`config.mk`:
```
export PLATFORM = sky130hd
export DESIGN_NAME = floating_point_accumulator
export DESIGN_NICKNAME = d
export VERILOG_FILES = /design/src/rtl/floating_point_accumulator.sv
export SDC_FILE = /design/constraint.sdc
export NUM_CORES = 1
export LEC_CHECK = 0
export ABC_AREA = 1
export BUFFER_PORTS_ARGS = -buffer_cell sky130_fd_sc_hd__buf_4
export CORE_MARGIN = 1.5
export CORE_UTILIZATION = 60
export DETAILED_ROUTE_END_ITERATION = 16
export MAX_ROUTING_LAYER = met4
export PLACE_DENSITY = 0.91
export SLEW_MARGIN = 20
export SYNTH_ARGS = -nofsm -noshare
export SYNTH_HDL_FRONTEND = slang
export SYNTH_SLANG_ARGS = --single-unit
```
`constraint.sdc`:
```
create_clock -name clk -period 22.1 [get_ports clk]
set_input_delay 1.105 -clock clk [delete_from_list [all_inputs] [get_ports clk]]
set_output_delay 1.105 -clock clk [all_outputs]
set_load 0.05 [all_outputs]
```
`src/rtl/floating_point_accumulator.sv`:
```
// Packet-based floating-point accumulator.
// Sums a stream of {sign, exponent, mantissa} operands into one result per
// packet (delimited by in_last) and holds it until the consumer takes it.
// Ports:
//   clk, rst                         clock, synchronous active-high reset
//   in_data/in_subtract/in_last      operand, negate flag, packet end marker
//   in_valid/in_ready                input handshake
//   out_data                         packet sum
//   out_*_flag                       sticky adder exceptions over the packet
//   out_count                        accepted operands, saturating at 16'hFFFF
//   out_valid/out_ready              output handshake

// Combinational adder: a + (subtract ? -b : b).
// Subnormal operands are treated as zero; results below the normal range
// flush to a signed zero with underflow_flag set. Any NaN operand yields the
// canonical NaN {1, all-ones exponent, quiet bit}.
module floating_point_adder #(
    parameter int unsigned EXPONENT_WIDTH   = 8,
    parameter int unsigned MANTISSA_WIDTH   = 23,
    parameter int unsigned ROUND_TO_NEAREST = 1,
    parameter int unsigned ROUNDING_BITS    = 3
) (
    input  logic [EXPONENT_WIDTH+MANTISSA_WIDTH:0] a,
    input  logic [EXPONENT_WIDTH+MANTISSA_WIDTH:0] b,
    input  logic                                   subtract,
    output logic [EXPONENT_WIDTH+MANTISSA_WIDTH:0] result,
    output logic                                   underflow_flag,
    output logic                                   overflow_flag,
    output logic                                   invalid_operation_flag
);
    localparam int unsigned E   = EXPONENT_WIDTH;
    localparam int unsigned M   = MANTISSA_WIDTH;
    localparam int unsigned R   = ROUNDING_BITS;
    localparam int unsigned W   = E + M + 1;
    localparam int unsigned SW  = M + 1 + R;
    localparam int unsigned NW  = SW + 1;
    localparam int unsigned LZW = $clog2(NW) + 1;
    localparam int unsigned XW  = E + LZW + 2;
    localparam logic [W-1:0] QNAN = {1'b1, {E{1'b1}}, 1'b1, {(M-1){1'b0}}};
    localparam logic signed [XW-1:0] EXP_MAX = XW'((2 ** E) - 1);

    logic         sa, sb;
    logic [E-1:0] ea, eb;
    logic [M-1:0] ma, mb;
    logic         nan_a, nan_b, inf_a, inf_b, zero_a, zero_b;

    assign sa     = a[W-1];
    assign ea     = a[W-2:M];
    assign ma     = a[M-1:0];
    assign sb     = b[W-1] ^ subtract;
    assign eb     = b[W-2:M];
    assign mb     = b[M-1:0];
    assign nan_a  = (&ea) && (|ma);
    assign nan_b  = (&eb) && (|mb);
    assign inf_a  = (&ea) && !(|ma);
    assign inf_b  = (&eb) && !(|mb);
    assign zero_a = !(|ea);
    assign zero_b = !(|eb);

    logic                 sx, sy, zx, zy, sticky, found, inc;
    logic [E-1:0]         ex, ey, diff;
    logic [M-1:0]         mx, my;
    logic [SW-1:0]        sig_x, sig_y, sig_y_sh;
    logic [NW-1:0]        sum, norm;
    logic [LZW-1:0]       lz;
    logic signed [XW-1:0] exp_n;
    logic [M+1:0]         rounded;

    // Align, add, normalise and round the finite path.
    always_comb begin
        sx = sa; ex = ea; mx = ma; zx = zero_a;
        sy = sb; ey = eb; my = mb; zy = zero_b;
        // Larger magnitude goes to x so only y is ever shifted and x - y >= 0.
        if ({eb, mb} > {ea, ma}) begin
            sx = sb; ex = eb; mx = mb; zx = zero_b;
            sy = sa; ey = ea; my = ma; zy = zero_a;
        end
        sig_x = zx ? '0 : {1'b1, mx, {R{1'b0}}};
        sig_y = zy ? '0 : {1'b1, my, {R{1'b0}}};
        diff  = ex - ey;
        if (32'(diff) >= 32'(SW)) begin
            sig_y_sh = '0;
            sticky   = |sig_y;
        end else begin
            sig_y_sh = sig_y >> diff;
            sticky   = |(sig_y & ~({SW{1'b1}} << diff));
        end
        sig_y_sh[0] = sig_y_sh[0] | sticky;

        if (sx == sy) sum = {1'b0, sig_x} + {1'b0, sig_y_sh};
        else          sum = {1'b0, sig_x} - {1'b0, sig_y_sh};

        exp_n = $signed({{(XW-E){1'b0}}, ex});
        lz    = '0;
        found = 1'b0;
        if (sum[NW-1]) begin
            norm    = {1'b0, sum[NW-1:1]};
            norm[0] = norm[0] | sum[0];
            exp_n   = exp_n + XW'(1);
        end else begin
            for (int i = NW - 2; i >= 0; i--) begin
                if (!found && sum[i]) begin
                    found = 1'b1;
                    lz    = LZW'(NW - 2 - i);
                end
            end
            norm  = sum << lz;
            exp_n = exp_n - $signed({{(XW-LZW){1'b0}}, lz});
        end

        // Round half to even on guard bit, remaining bits act as sticky.
        inc     = (ROUND_TO_NEAREST != 0) && norm[R-1] && ((|norm[R-2:0]) || norm[R]);
        rounded = {1'b0, norm[M+R:R]} + (M+2)'(inc);
        if (rounded[M+1]) begin
            rounded = rounded >> 1;
            exp_n   = exp_n + XW'(1);
        end
    end

    // Special-value selection and exception flags.
    always_comb begin
        result                 = '0;
        underflow_flag         = 1'b0;
        overflow_flag          = 1'b0;
        invalid_operation_flag = 1'b0;
        if (nan_a || nan_b) begin
            result = QNAN;
        end else if (inf_a && inf_b && (sa != sb)) begin
            result                 = QNAN;
            invalid_operation_flag = 1'b1;
        end else if (inf_a) begin
            result = {sa, a[W-2:0]};
        end else if (inf_b) begin
            result = {sb, b[W-2:0]};
        end else if (sum == '0) begin
            result = {sa & sb, {(W-1){1'b0}}};
        end else if (exp_n >= EXP_MAX) begin
            overflow_flag = 1'b1;
            if (ROUND_TO_NEAREST != 0) result = {sx, {E{1'b1}}, {M{1'b0}}};
            else                       result = {sx, {(E-1){1'b1}}, 1'b0, {M{1'b1}}};
        end else if (exp_n[XW-1] || (exp_n == '0)) begin
            underflow_flag = 1'b1;
            result         = {sx, {(W-1){1'b0}}};
        end else begin
            result = {sx, exp_n[E-1:0], rounded[M-1:0]};
        end
    end

    logic unused_bits;
    assign unused_bits = &{1'b0, norm[NW-1], rounded[M]};
endmodule

module floating_point_accumulator #(
    parameter int unsigned EXPONENT_WIDTH   = 8,
    parameter int unsigned MANTISSA_WIDTH   = 23,
    parameter int unsigned ROUND_TO_NEAREST = 1,
    parameter int unsigned ROUNDING_BITS    = 3
) (
    input  logic                                   clk,
    input  logic                                   rst,
    input  logic [EXPONENT_WIDTH+MANTISSA_WIDTH:0] in_data,
    input  logic                                   in_subtract,
    input  logic                                   in_last,
    input  logic                                   in_valid,
    output logic                                   in_ready,
    output logic [EXPONENT_WIDTH+MANTISSA_WIDTH:0] out_data,
    output logic                                   out_underflow_flag,
    output logic                                   out_overflow_flag,
    output logic                                   out_invalid_operation_flag,
    output logic [15:0]                            out_count,
    output logic                                   out_valid,
    input  logic                                   out_ready
);
    localparam int unsigned W = EXPONENT_WIDTH + MANTISSA_WIDTH + 1;

    typedef enum logic [1:0] {IDLE, ACCUM, HOLD} state_t;

    state_t         state_q, state_d;
    logic [W-1:0]   acc_q;
    logic           uf_q, of_q, inv_q;
    logic [15:0]    count_q;
    logic           accept;
    logic [W-1:0]   add_result;
    logic           add_uf, add_of, add_inv;

    floating_point_adder #(
        .EXPONENT_WIDTH  (EXPONENT_WIDTH),
        .MANTISSA_WIDTH  (MANTISSA_WIDTH),
        .ROUND_TO_NEAREST(ROUND_TO_NEAREST),
        .ROUNDING_BITS   (ROUNDING_BITS)
    ) u_adder (
        .a                     (acc_q),
        .b                     (in_data),
        .subtract              (in_subtract),
        .result                (add_result),
        .underflow_flag        (add_uf),
        .overflow_flag         (add_of),
        .invalid_operation_flag(add_inv)
    );

    // State register.
    always_ff @(posedge clk) begin
        if (rst) state_q <= IDLE;
        else     state_q <= state_d;
    end

    // Next-state logic.
    always_comb begin
        state_d = state_q;
        case (state_q)
            IDLE, ACCUM: if (accept) state_d = in_last ? HOLD : ACCUM;
            HOLD:        if (out_ready) state_d = IDLE;
            default:     state_d = IDLE;
        endcase
    end

    // Handshake outputs decoded from the state register.
    always_comb begin
        in_ready  = (state_q != HOLD);
        out_valid = (state_q == HOLD);
        accept    = in_valid && (state_q != HOLD);
    end

    // Datapath: first beat loads raw (sign-adjusted), later beats go through the adder.
    always_ff @(posedge clk) begin
        if (rst) begin
            acc_q   <= '0;
            uf_q    <= 1'b0;
            of_q    <= 1'b0;
            inv_q   <= 1'b0;
            count_q <= '0;
        end else if (accept) begin
            if (state_q == IDLE) begin
                acc_q   <= {in_data[W-1] ^ in_subtract, in_data[W-2:0]};
                uf_q    <= 1'b0;
                of_q    <= 1'b0;
                inv_q   <= 1'b0;
                count_q <= 16'd1;
            end else begin
                acc_q   <= add_result;
                uf_q    <= uf_q | add_uf;
                of_q    <= of_q | add_of;
                inv_q   <= inv_q | add_inv;
                count_q <= (count_q == 16'hFFFF) ? count_q : count_q + 16'd1;
            end
        end
    end

    assign out_data                   = acc_q;
    assign out_underflow_flag         = uf_q;
    assign out_overflow_flag          = of_q;
    assign out_invalid_operation_flag = inv_q;
    assign out_count                  = count_q;
endmodule

```
[Word level (Yosys, flattened, before mapping)]
Cells that the tools add are included.
Word-level totals
  input port bits: 38
  logic and storage cells: 250
  register bits: 53
Cells by class
  bitwise operators: 9
  reduce and logical (&&, ||, !) cells: 83
  equal/unequal tests: 10
  add/sub/neg operators: 8
  muxes and demuxes: 128
  shift-type cells: 3
  order comparisons: 3
Operators by type and width (count)
  $mux W32: 6
  $mux W27: 4
  $mux W1: 76
  $mux W23: 3
  $mux W16: 4
  $mux W31: 2
  $mux W5: 11
  $reduce_or A27 Y1: 2
  $reduce_or A23 Y1: 2
  $logic_and A1 B1 Y1: 34
  $mux W4: 8
  $gt A31 B31 Y1: 1
  $logic_not A1 Y1: 30
  $add A27 B27 Y28: 1
  $logic_not A28 Y1: 1
  $mux W28: 1
  $shl A28 B6 Y27: 1
  $sub A27 B27 Y28: 1
  $and A27 B27 Y27: 1
  $not A27 Y27: 1
  $shl A27 B8 Y27 const A: 1
  $shr A27 B8 Y27: 1
  $add A24 B1 Y25: 1
  $add A16 B1 Y16 const B: 1
  other kinds (29): 50

[Depth between registers and ports, before layout]
  depth after elaboration: 135
  gate-level depth with buffers: 94
  mapped depth without buffers: 93

[Modules after synthesis]
A second synthesis with hierarchy kept.
Unflattened totals
  cells, all modules: 2362
  area total of the unflattened synthesis: 13046.3 µm²
Modules (own cells, without submodules)
  floating_point_adder: cells an instance 1963, area an instance 10359.9 µm², instances 1, seq. area each 0.0 µm²
  floating_point_accumulator: cells an instance 399, area an instance 2686.3 µm², instances 1, seq. area each 1061.0 µm²

[Worst setup path before layout]
Ideal clock, no wire load.
  kind: input port to flip-flop
  start: in in_data[27]
  end: reg acc_q[15] (netlist: out_data[15])
  required time: 21.980 ns
  cell stages on the path: 72
  buffers on the path: 6
  path slack: 11.194 ns
  arrival: 10.786 ns
  cells stage by stage: ha_1 > nand2_1 > nor2_2 > nand4_1 > nor3_1 > nand2_1 > nand2_4 > nand2_4 > nand2_1 > nand3_2 > ha_1 > clkbuf_1 > buf_1 > buf_1 > nand2_1 > nand3_1 > nand3_1 > nand2_1 > (+36 left out) > ha_1 > fa_1 > or2_2 > o21ai_0 > ha_1 > nand2_1 > nor3_1 > xor2_1 > nand4_1 > nand2_1 > nand2_1 > nor2_1 > nand3_4 > nand2_2 > nor2_8 > buf_6 > nand4_1 > a21oi_1
Between the ends
  word-level cells in the longest chain between the ends: 134
Ends and longest elaborated chain
  from (decl): line 161  | input logic [EXPONENT_WIDTH+MANTISSA_WIDTH:0] in_data,
  branches (longest 134 deep; another with $gt A31 B31 Y1)
  to (signal assigned): line 234  | acc_q <= {in_data[W-1] ^ in_subtract, in_data[W-2:0]};
  to (signal assigned): line 240  | acc_q <= add_result;
  to (decl): line 179  | logic [W-1:0] acc_q;
Several ways; the timed one is not identified. The select of a mux whose other input is x is not followed.
A chain may end at the register's enable or synchronous reset.

[Worst setup path after layout]
  start: in in_data[23]
  end: reg acc_q[16] (netlist: out_data[16])
Same word-level chain as after synthesis.

==> results.txt <==
syn avg cell area: 5.50 um^2
Clock transition at path regs: 0.08 ns
Placer Congestion: 1.12
nets: 2351
Sinks on Clock Net: 53
status: completed
Die W: 146 um
MaxCap Viol Count: 0
Mapped Cells: 2227
Multi-input gate area: 9810 um^2
Post-synth EDFFs: 0
final setup vio count: 0
Congestion Overflow GR: 0
Rel. slew slack: 30.4%
post-DR wirelength/cell: 19.3 um
worst setup path class: in2reg
antenna violations before repair: 0
Final HPWL DP: 38500 um
cell family with most CP delay: simple AND/OR/NAND/NOR gates
Synthesized Nets: 2335
routed vias/inst: 6.40
cell taking the most area after synthesis: nand2_1
CTS root buf: clkbuf_16
Critical Path Max Stage Delay: 0.97 ns
Mapped Area: 12200 um^2
clock skew: 0.0130 ns
Most used DFF post-synth: dfxtp_1
Pre-antenna DRT Iters: 6
Yosys warning count: 0
Final Max Tran Viols: 0
placed insts: 2506
top cells by area, synth: nand2_1 (19%), nand3_1 (11%), dfxtp_1 (8.7%), ha_1 (6.9%), inv_1 (6.9%)
die area: 21300 um^2
slowest CP cell: ha_1
most frequent cell on the critical path: nand2_1
f_max: 65.8 MHz
vias: 16100
startpoint types: input pin
IO buf count: 90
Post-Layout Cell Count: 2514
drt initial violations: 2342
Die Span Y: 146 um
DRC violations left: 0
worst endpoint required time: 22.34 ns
synth unique cells: 66
num rows: 52
worst-case clock buffer depth: 2
# fillers: 1900
WL final: 48600 um
TritonCTS clock tree: yes
CP Buf/Inv Count: 9
first-pass GRT wire length: 76000 um
Synth Register Bits: 53
IO Count: 91
Core Area: 20100 um^2
async set-reset flop share out of synthesis: 0%
Tightest Pin Transition: 1.04 ns
Area Overhead vs Synth: 6.75%
RSZ-0062 raised after global routing: no
crit path max fanout: 67
Inserted Clock Buffers: 5
Worst setup EP type: flip-flop
Hold WC Path Type: reg2reg
cts repair resizes: 0
sequential cell area: 1060 um^2
final worst path period need: 15.19 ns
clk_lat worst skew: 0.31 ns
setup bufs post-CTS: 0
share of the synthesized area in the top cell type: 18.6%
number of diodes: 0
largest net degree at the start of global routing: 68
vias in the first global route: 14400
Hold Buf Count CTS: 0
final hold violations: 0
register area share after synthesis: 8.66%
period utilization: 68.7%
total track usage: 45.4%
setup tns final: 0 ns
initial core utilization: 60.9%
H-tree levels: 2
WP data arrival: 15.43 ns
fraction of layout instances using a drive strength above 1: 9.49%
ANT nets after route: 0
-- cell usage in the layout, fill, tap and decap left out, types with 13 or more instances in the layout --
cell,n
nor3_1,33
xnor2_1,29
nand2_2,20
inv_2,13
o21ai_1,19
o211ai_1,14
a211oi_1,36
nand3_1,273
nor2_1,210
dfxtp_1,53
nand2_1,608
xor2_1,42
o21ai_0,102
a31oi_1,20
buf_4,104
nand4_1,86
a21oi_1,136
nor4_1,16
inv_1,226
ha_1,68
-- worst reg2reg max path, delay by kind of cell (launching register included) --
kind / cells / cell delay, ns
buffers and inverters: 9 / 1.91
adder cells (fa/ha/maj): 4 / 1.68
XOR/XNOR: 2 / 0.52
AO/OA/AOI/OAI: 7 / 1.14
flip-flops: 1 / 0.46
AND/OR/NAND/NOR: 57 / 9.08
-- state kept, by name, indices dropped and copies added, names as in the netlist --
register,flops
out_count,16
out_data,32
out_invalid_operation_flag,1
out_overflow_flag,1
out_underflow_flag,1
state_q,2
-- per-layer routing --
layer | GRT usage [%] | up-vias | wire length, um
li1 | - | 7535 | -
met1 | 57.0 | 7155 | 18500
met2 | 68.5 | 1126 | 20700
met3 | 7.62 | 266 | 5820
met4 | 26.6 | 0 | 3510
met5 | - | - | 0
-- stage by stage --
stage	area, um^2	utilization [%]	setup WS (ns)	hold WS, ns
after floorplan	12200	-	11.19	0.422
after global placement	12900	64.2	7.60	0.441
after detailed placement	12900	64.2	7.07	0.463
after CTS	13100	65.0	7.32	0.475
after global routing	13100	65.0	5.53	0.491
final	13100	65.0	6.91	0.477
-- cells in the mapped netlist (9+ instances only) --
master / count
a21oi_2: 9
nor3_1: 33
nand3_1: 273
inv_1: 226
o21ai_0: 102
nor2_2: 10
nor2_1: 211
inv_2: 13
xor2_1: 43
xnor2_1: 29
buf_1: 16
o211ai_1: 14
a211oi_1: 36
dfxtp_1: 53
a31oi_1: 20
buf_2: 18
nand2_1: 608
nand2_2: 20
o21ai_1: 20
nand4_1: 86
clkbuf_1: 43
a21oi_1: 136
ha_1: 68
buf_6: 11
nor4_1: 16
-- cells by family (layout without fill, tap and decap cells) --
group / after synthesis / in the layout / share of synthesized area, %
fa+ha+maj: 70 / 70 / 7.28
compound gates: 379 / 379 / 18.3
mux: 1 / 1 / 0.0817
flops: 53 / 53 / 8.66
xor+xnor: 74 / 74 / 5.42
buf+inv: 339 / 356 / 11.5
simple gates: 1311 / 1311 / 48.8
-- path summary, 6_finish.rpt --
path	startpoint	endpoint	slack (ns)	cells after the start
max reg2reg	out_data[23]	out_data[16]	7.23	79
min	state_q[1]	state_q[0]	0.48	1
max	in_data[23]	out_data[16]	6.91	79
min reg2reg	state_q[1]	state_q[0]	0.48	1
-- area by class of cell --
type / instances / area share (%)
clock buffers: 5 / 0.957
clock inverters: 3 / 0.335
inverters: 244 / 7.02
multi-input cells: 1835 / 75.0
flip-flops and latches: 53 / 8.12
well taps: 270 / 2.58
repair buffers: 104 / 5.97
Power is not shown: default switching activity piles up to over one toggle a cycle in this logic, so the estimate is an artifact.
